**src/rtl/pl_hazard_unit_pkg.sv**
```systemverilog
// Shared definitions for the pipeline hazard controller: forwarding select
// codes and the multi-cycle EX occupancy FSM states.
package pl_hazard_unit_pkg;

  localparam logic [1:0] FWD_RF  = 2'b00;
  localparam logic [1:0] FWD_MEM = 2'b10;
  localparam logic [1:0] FWD_WB  = 2'b01;

  typedef enum logic {
    MC_IDLE = 1'b0,
    MC_BUSY = 1'b1
  } mc_state_e;

endpackage

```
**src/rtl/pl_hazard_unit_hz_mc_timer.sv**
```systemverilog
// Multi-cycle EX occupancy timer: IDLE/BUSY FSM with a down-counter.
// BUSY lasts EX_MC_LAT-1 cycles after the start cycle; start is ignored while BUSY.
module hz_mc_timer
  import pl_hazard_unit_pkg::*;
#(
  parameter int unsigned EX_MC_LAT = 3
) (
  input  logic clk,
  input  logic reset,
  input  logic start_i,
  output logic busy_o
);

  localparam int unsigned CW    = (EX_MC_LAT > 2) ? $clog2(EX_MC_LAT - 1) : 1;
  localparam bit          MC_EN = (EX_MC_LAT > 1);
  localparam logic [CW-1:0] LOAD = MC_EN ? CW'(EX_MC_LAT - 2) : '0;

  mc_state_e       state_q, state_d;
  logic [CW-1:0]   cnt_q, cnt_d;

  // State and counter registers, cleared by synchronous reset
  always_ff @(posedge clk) begin
    if (reset) begin
      state_q <= MC_IDLE;
      cnt_q   <= '0;
    end else begin
      state_q <= state_d;
      cnt_q   <= cnt_d;
    end
  end

  // Next-state: load counter on start, count down while BUSY, leave at zero
  always_comb begin
    state_d = state_q;
    cnt_d   = cnt_q;
    case (state_q)
      MC_IDLE: begin
        if (start_i && MC_EN) begin
          state_d = MC_BUSY;
          cnt_d   = LOAD;
        end
      end
      MC_BUSY: begin
        if (cnt_q == '0) begin
          state_d = MC_IDLE;
        end else begin
          cnt_d = cnt_q - 1'b1;
        end
      end
      default: state_d = MC_IDLE;
    endcase
  end

  assign busy_o = (state_q == MC_BUSY);

endmodule

```
**src/rtl/pl_hazard_unit.sv**
```systemverilog
// Hazard, forwarding and stall controller for the 5-stage RV32I pipeline:
// operand forwarding selects, load-use bubbles, redirect flushes, multi-cycle
// EX occupancy and saturating stall/flush performance counters.
module pl_hazard_unit
  import pl_hazard_unit_pkg::*;
#(
  parameter int unsigned REG_AW    = 5,
  parameter int unsigned FWD_EN    = 1,
  parameter int unsigned EX_MC_LAT = 3,
  parameter int unsigned CNT_W     = 16
) (
  input  logic              clk,
  input  logic              reset,
  input  logic [REG_AW-1:0] id_rs1,
  input  logic [REG_AW-1:0] id_rs2,
  input  logic              id_rs1_used,
  input  logic              id_rs2_used,
  input  logic [REG_AW-1:0] ex_rs1,
  input  logic [REG_AW-1:0] ex_rs2,
  input  logic [REG_AW-1:0] ex_rd,
  input  logic              ex_regwrite,
  input  logic              ex_memread,
  input  logic [REG_AW-1:0] mem_rd,
  input  logic              mem_regwrite,
  input  logic [REG_AW-1:0] wb_rd,
  input  logic              wb_regwrite,
  input  logic              ex_redirect,
  input  logic              ex_mc_start,
  output logic              stall_pc,
  output logic              stall_ifid,
  output logic              stall_idex,
  output logic              flush_ifid,
  output logic              flush_idex,
  output logic              flush_exmem,
  output logic [1:0]        fwd_a,
  output logic [1:0]        fwd_b,
  output logic              ex_busy,
  output logic [CNT_W-1:0]  stall_cnt,
  output logic [CNT_W-1:0]  flush_cnt
);

  localparam bit MC_EN  = (EX_MC_LAT > 1);
  localparam bit FWD_ON = (FWD_EN != 0);

  logic             busy;
  logic             mc_accept;
  logic             redirect_eff;
  logic             ex_hit;
  logic             mem_hit;
  logic             load_use;
  logic [CNT_W-1:0] stall_cnt_q, stall_cnt_d;
  logic [CNT_W-1:0] flush_cnt_q, flush_cnt_d;

  function automatic logic [1:0] fwd_sel(input logic [REG_AW-1:0] rs,
                                         input logic [REG_AW-1:0] mrd, input logic mrw,
                                         input logic [REG_AW-1:0] wrd, input logic wrw);
    if (mrw && (mrd != '0) && (mrd == rs)) return FWD_MEM;
    if (wrw && (wrd != '0) && (wrd == rs)) return FWD_WB;
    return FWD_RF;
  endfunction

  hz_mc_timer #(
    .EX_MC_LAT(EX_MC_LAT)
  ) u_mc_timer (
    .clk    (clk),
    .reset  (reset),
    .start_i(ex_mc_start),
    .busy_o (busy)
  );

  assign ex_hit  = (ex_rd != '0) &&
                   ((id_rs1_used && (id_rs1 == ex_rd)) || (id_rs2_used && (id_rs2 == ex_rd)));
  assign mem_hit = (mem_rd != '0) &&
                   ((id_rs1_used && (id_rs1 == mem_rd)) || (id_rs2_used && (id_rs2 == mem_rd)));

  // Without forwarding any in-flight writer in EX or MEM blocks ID; WB is covered by the write-first RF
  assign load_use = FWD_ON ? (ex_memread && ex_hit)
                           : ((ex_regwrite && ex_hit) || (mem_regwrite && mem_hit));

  assign mc_accept    = ex_mc_start && !busy && MC_EN;
  assign redirect_eff = ex_redirect && !busy && !mc_accept && !reset;

  // Priority: reset quiets everything, then BUSY occupancy, then redirect, then load-use
  always_comb begin
    fwd_a       = FWD_RF;
    fwd_b       = FWD_RF;
    stall_pc    = 1'b0;
    stall_ifid  = 1'b0;
    stall_idex  = 1'b0;
    flush_ifid  = 1'b0;
    flush_idex  = 1'b0;
    flush_exmem = 1'b0;
    if (!reset) begin
      if (FWD_ON) begin
        fwd_a = fwd_sel(ex_rs1, mem_rd, mem_regwrite, wb_rd, wb_regwrite);
        fwd_b = fwd_sel(ex_rs2, mem_rd, mem_regwrite, wb_rd, wb_regwrite);
      end
      if (busy) begin
        stall_pc    = 1'b1;
        stall_ifid  = 1'b1;
        stall_idex  = 1'b1;
        flush_exmem = 1'b1;
      end else if (redirect_eff) begin
        flush_ifid = 1'b1;
        flush_idex = 1'b1;
      end else if (load_use) begin
        stall_pc   = 1'b1;
        stall_ifid = 1'b1;
        flush_idex = 1'b1;
      end
    end
  end

  // Saturating next values for the performance counters
  always_comb begin
    stall_cnt_d = stall_cnt_q;
    flush_cnt_d = flush_cnt_q;
    if (stall_pc && (stall_cnt_q != '1)) stall_cnt_d = stall_cnt_q + 1'b1;
    if (redirect_eff && (flush_cnt_q != '1)) flush_cnt_d = flush_cnt_q + 1'b1;
  end

  // Performance counter registers
  always_ff @(posedge clk) begin
    if (reset) begin
      stall_cnt_q <= '0;
      flush_cnt_q <= '0;
    end else begin
      stall_cnt_q <= stall_cnt_d;
      flush_cnt_q <= flush_cnt_d;
    end
  end

  assign ex_busy   = busy;
  assign stall_cnt = stall_cnt_q;
  assign flush_cnt = flush_cnt_q;

  // A multi-cycle start colliding with a redirect wins, but the pipeline should never issue both
  a_mc_vs_redirect: assert property (@(posedge clk) disable iff (reset) !(mc_accept && ex_redirect));

endmodule

```
**config.mk**
```make
export PLATFORM = sky130hd
export DESIGN_NAME = pl_hazard_unit
export DESIGN_NICKNAME = d
export VERILOG_FILES = /design/src/rtl/pl_hazard_unit_pkg.sv /design/src/rtl/pl_hazard_unit_hz_mc_timer.sv /design/src/rtl/pl_hazard_unit.sv
export SDC_FILE = /design/constraint.sdc
export NUM_CORES = 1
export LEC_CHECK = 0
export CORE_ASPECT_RATIO = 1.1
export CORE_MARGIN = 5
export CORE_UTILIZATION = 30
export DETAILED_ROUTE_END_ITERATION = 10
export DONT_BUFFER_PORTS = 1
export PLACE_DENSITY_LB_ADDON = 0.25
export SYNTH_ARGS = -nofsm -noshare
export SYNTH_HDL_FRONTEND = slang
export SYNTH_SLANG_ARGS = --single-unit
```
**constraint.sdc**
```tcl
create_clock -name clk -period 2.7 [get_ports clk]
set_input_delay 0.405 -clock clk [delete_from_list [all_inputs] [get_ports clk]]
set_output_delay 0.405 -clock clk [all_outputs]
set_load 0.01 [all_outputs]
```
==> summary.md <==
| Metric | Value |
|---|---|
| Postcts setup bufs | 0 |
| Root Buffer | clkbuf_8 |
| CP Launch Type | primary input |
| Final Cycle Share | 85.92% |
| Core box area | 6555 sq um |
| Max Fanout on Critical Path | 4 |
| Syn Std Cell Area | 2008 sq um |
| Mapped Nets | 287 |
| Antenna viol nets, final | 0 |
| Commonest cells after routing, fill and taps aside | dfxtp_1 (34), nor2_1 (29), xnor2_1 (28) |
| Die width | 88.01 microns |
| N_diodes | 0 |
| Wire per inst | 14.78 microns |
| Sink Count | 34 |
| Final Max Slew Viols | 0 |
| Hold Vio Cnt, Final | 0 |
| PortBufs | 0 |
| Ys flop type | dfxtp_1 |
| Clk buf depth | 2 |
| Overflow left after global routing | 0 |
| Placer congestion estimate | 0.6971 |
| # fillers | 705 |
| First-pass GRT wire length | 7.879 mm |
| H-tree depth | 2 |
| Worst Path Required | 2300 ps |
| Syn_area_per_cell | 8.367 sq um |
| PostCTS Resize Cnt | 0 |
| Initial detailed-routing violation count | 22 |
| Area occupied by registers | 680.7 sq um |
| Post-route insts no fill | 328 |
| Setup_tns | 0 ps |
| Drt first pass iters | 4 |
| Fraction of registers with async set/reset | 0% |
| DIE HEIGHT | 95.81 microns |
| Fin util | 33.52% |
| Vias in the first global route | 1678 |
| LEAKAGE | 0.7511 nW |
| Sequential fraction of the synthesis area | 33.89% |
| Vias | 1649 |
| Path category of the worst min-delay check | primary input to flop |
| Register bit total from synthesis | 34 |
| Hold buffers post-CTS | 0 |
| Slew HR | 58.45% |
| Crit end category | primary output |
| Status | completed |
| Multi-input logic area | 1255 sq um |
| Overall global routing resource usage | 11.77% |
| Largest net degree at the start of global routing | 40 |
| Die ar. | 8432 sq um |
| Standard-cell row count | 31 |
| DR vias/cell | 5.027 |
| Fin crit period | 2320 ps |
| Critical path class | primary input to primary output |
| Inserted Clock Buffers | 5 |
| Ports | 88 |
| Worst slew pin tran | 617.5 ps |
| Final setup fails | 0 |
| Clock transition at path regs | 80 ps |
| Worst skew pair latency | 290 ps |
| Max-Cap Viols | 0 |
| Initial core utilization | 30.64% |
| Peak VDD IR | 0.1751 mV |
| Commonest non-fill, non-tap cell in the layout | dfxtp_1 |
| Total number of yosys warnings | 0 |
| WP data arrival | 1910 ps |
| Achievable frequency | 0.4310 GHz |
| Unique masters post-synth | 41 |
| RSZ-0062 raised after global routing | false |
| EDFF count, synth | 0 |
| Pwr dens | 448.9 nW/um^2 |
| Final net count | 292 |
| Fraction of layout cells with a size suffix above 1 | 8.537% |
| DPL Wire Length | 3.838 mm |
| Layout area overhead | 9.408% |
| Placed Instances | 320 |
| CTS tree | yes |
| WL final | 4.849 mm |
| Initial antenna violation count | 0 |
| Drt drc | 0 |
| Clk_skew | 8.420 ps |
| Mapped Cells | 240 |
## metal layers
metal / GRT usage (%) / part of all wire, % / wire length [microns]
met5: 0 / 0 / 0
met4: 4.156 / 1.1 / 55
met3: 5.223 / 10 / 499
met2: 20.60 / 50 / 2411
met1: 12.51 / 39 / 1883
## critical path, stage by stage
cell and delay, ps:
or4_1 490, o21ai_0 370, nor3_1 110, nor4_1 530
## worst paths after layout
kind,cells after the start,slack (ps),startpoint,end
setup / recovery,4,380,mem_rd[1],fwd_a[0]
hold / removal,1,190,reset,stall_cnt[5]
setup reg to reg,7,490,flush_cnt[11],flush_cnt[13]
hold reg to reg,2,490,u_mc_timer.cnt_q,u_mc_timer.cnt_q
## area by class of cell
cell class              count  share of cell area, %
flip-flops and latches     34                  30.98
multi-input cells         193                  57.12
well taps                  82                  4.670
clock buffers               6                  3.759
clock inverters             2                 0.5695
inverters                   5                 0.8542
repair buffers              6                  2.050
## flip-flops by register name (all words and copies together), names as in the netlist
register           count
flush_cnt             16
stall_cnt             16
u_mc_timer.busy_o      1
u_mc_timer.cnt_q       1
## through the flow
step / power (mW) / hold WS, ps / cell area (sq um) / worst slack, ps
floorplan: 0.6019 / 464.1 / 2008 / 398.1
global placement: 0.6028 / 473.7 / 2102 / 336.6
detailed placement: 0.6047 / 480.1 / 2102 / 353.3
CTS: 1.003 / 170.6 / 2197 / 357.6
global route: 1.039 / 162.6 / 2197 / 267.6
finish: 0.9863 / 185.0 / 2197 / 380.0
## power breakdown
| group | internal [mW] | switching, mW | total [mW] |
|---|---|---|---|
| logic | 0.0436 | 0.0342 | 0.0779 |
| clock network | 0.205 | 0.190 | 0.395 |
| registers | 0.506 | 0.00766 | 0.513 |
| total | 0.754 | 0.232 | 0.986 |
## cells in the mapped netlist, types with 4 or more instances
cell type	n	area share, %
dfxtp_1	34	34
a21oi_1	5	1.2
o21ai_0	5	1.2
nand4_1	9	2.8
mux2i_1	5	2.5
or4_1	5	1.9
nand3_1	13	3.2
nor4_1	6	1.9
nor3_1	7	1.7
nor2_1	29	5.4
or3_1	5	1.6
xor2_1	21	9.2
nor2b_1	4	1.2
inv_1	5	0.93
and3_1	6	1.9
nand2_1	24	4.5
xnor2_1	28	12
## kinds of logic (layout without fill, tap and decap cells)
kind of cell	count (synthesis)	in the layout	share of synthesized area (%)
and+or+nand+nor	116	116	29.41
xor gates and xnor gates	49	49	21.37
DFF	34	34	33.89
AOI/OAI and AO/OA	18	18	6.107
buffers and inverters	13	19	3.613
muxes	8	8	4.361
adders and majority gates	2	2	1.246
Power figures use the tool's default switching activity.
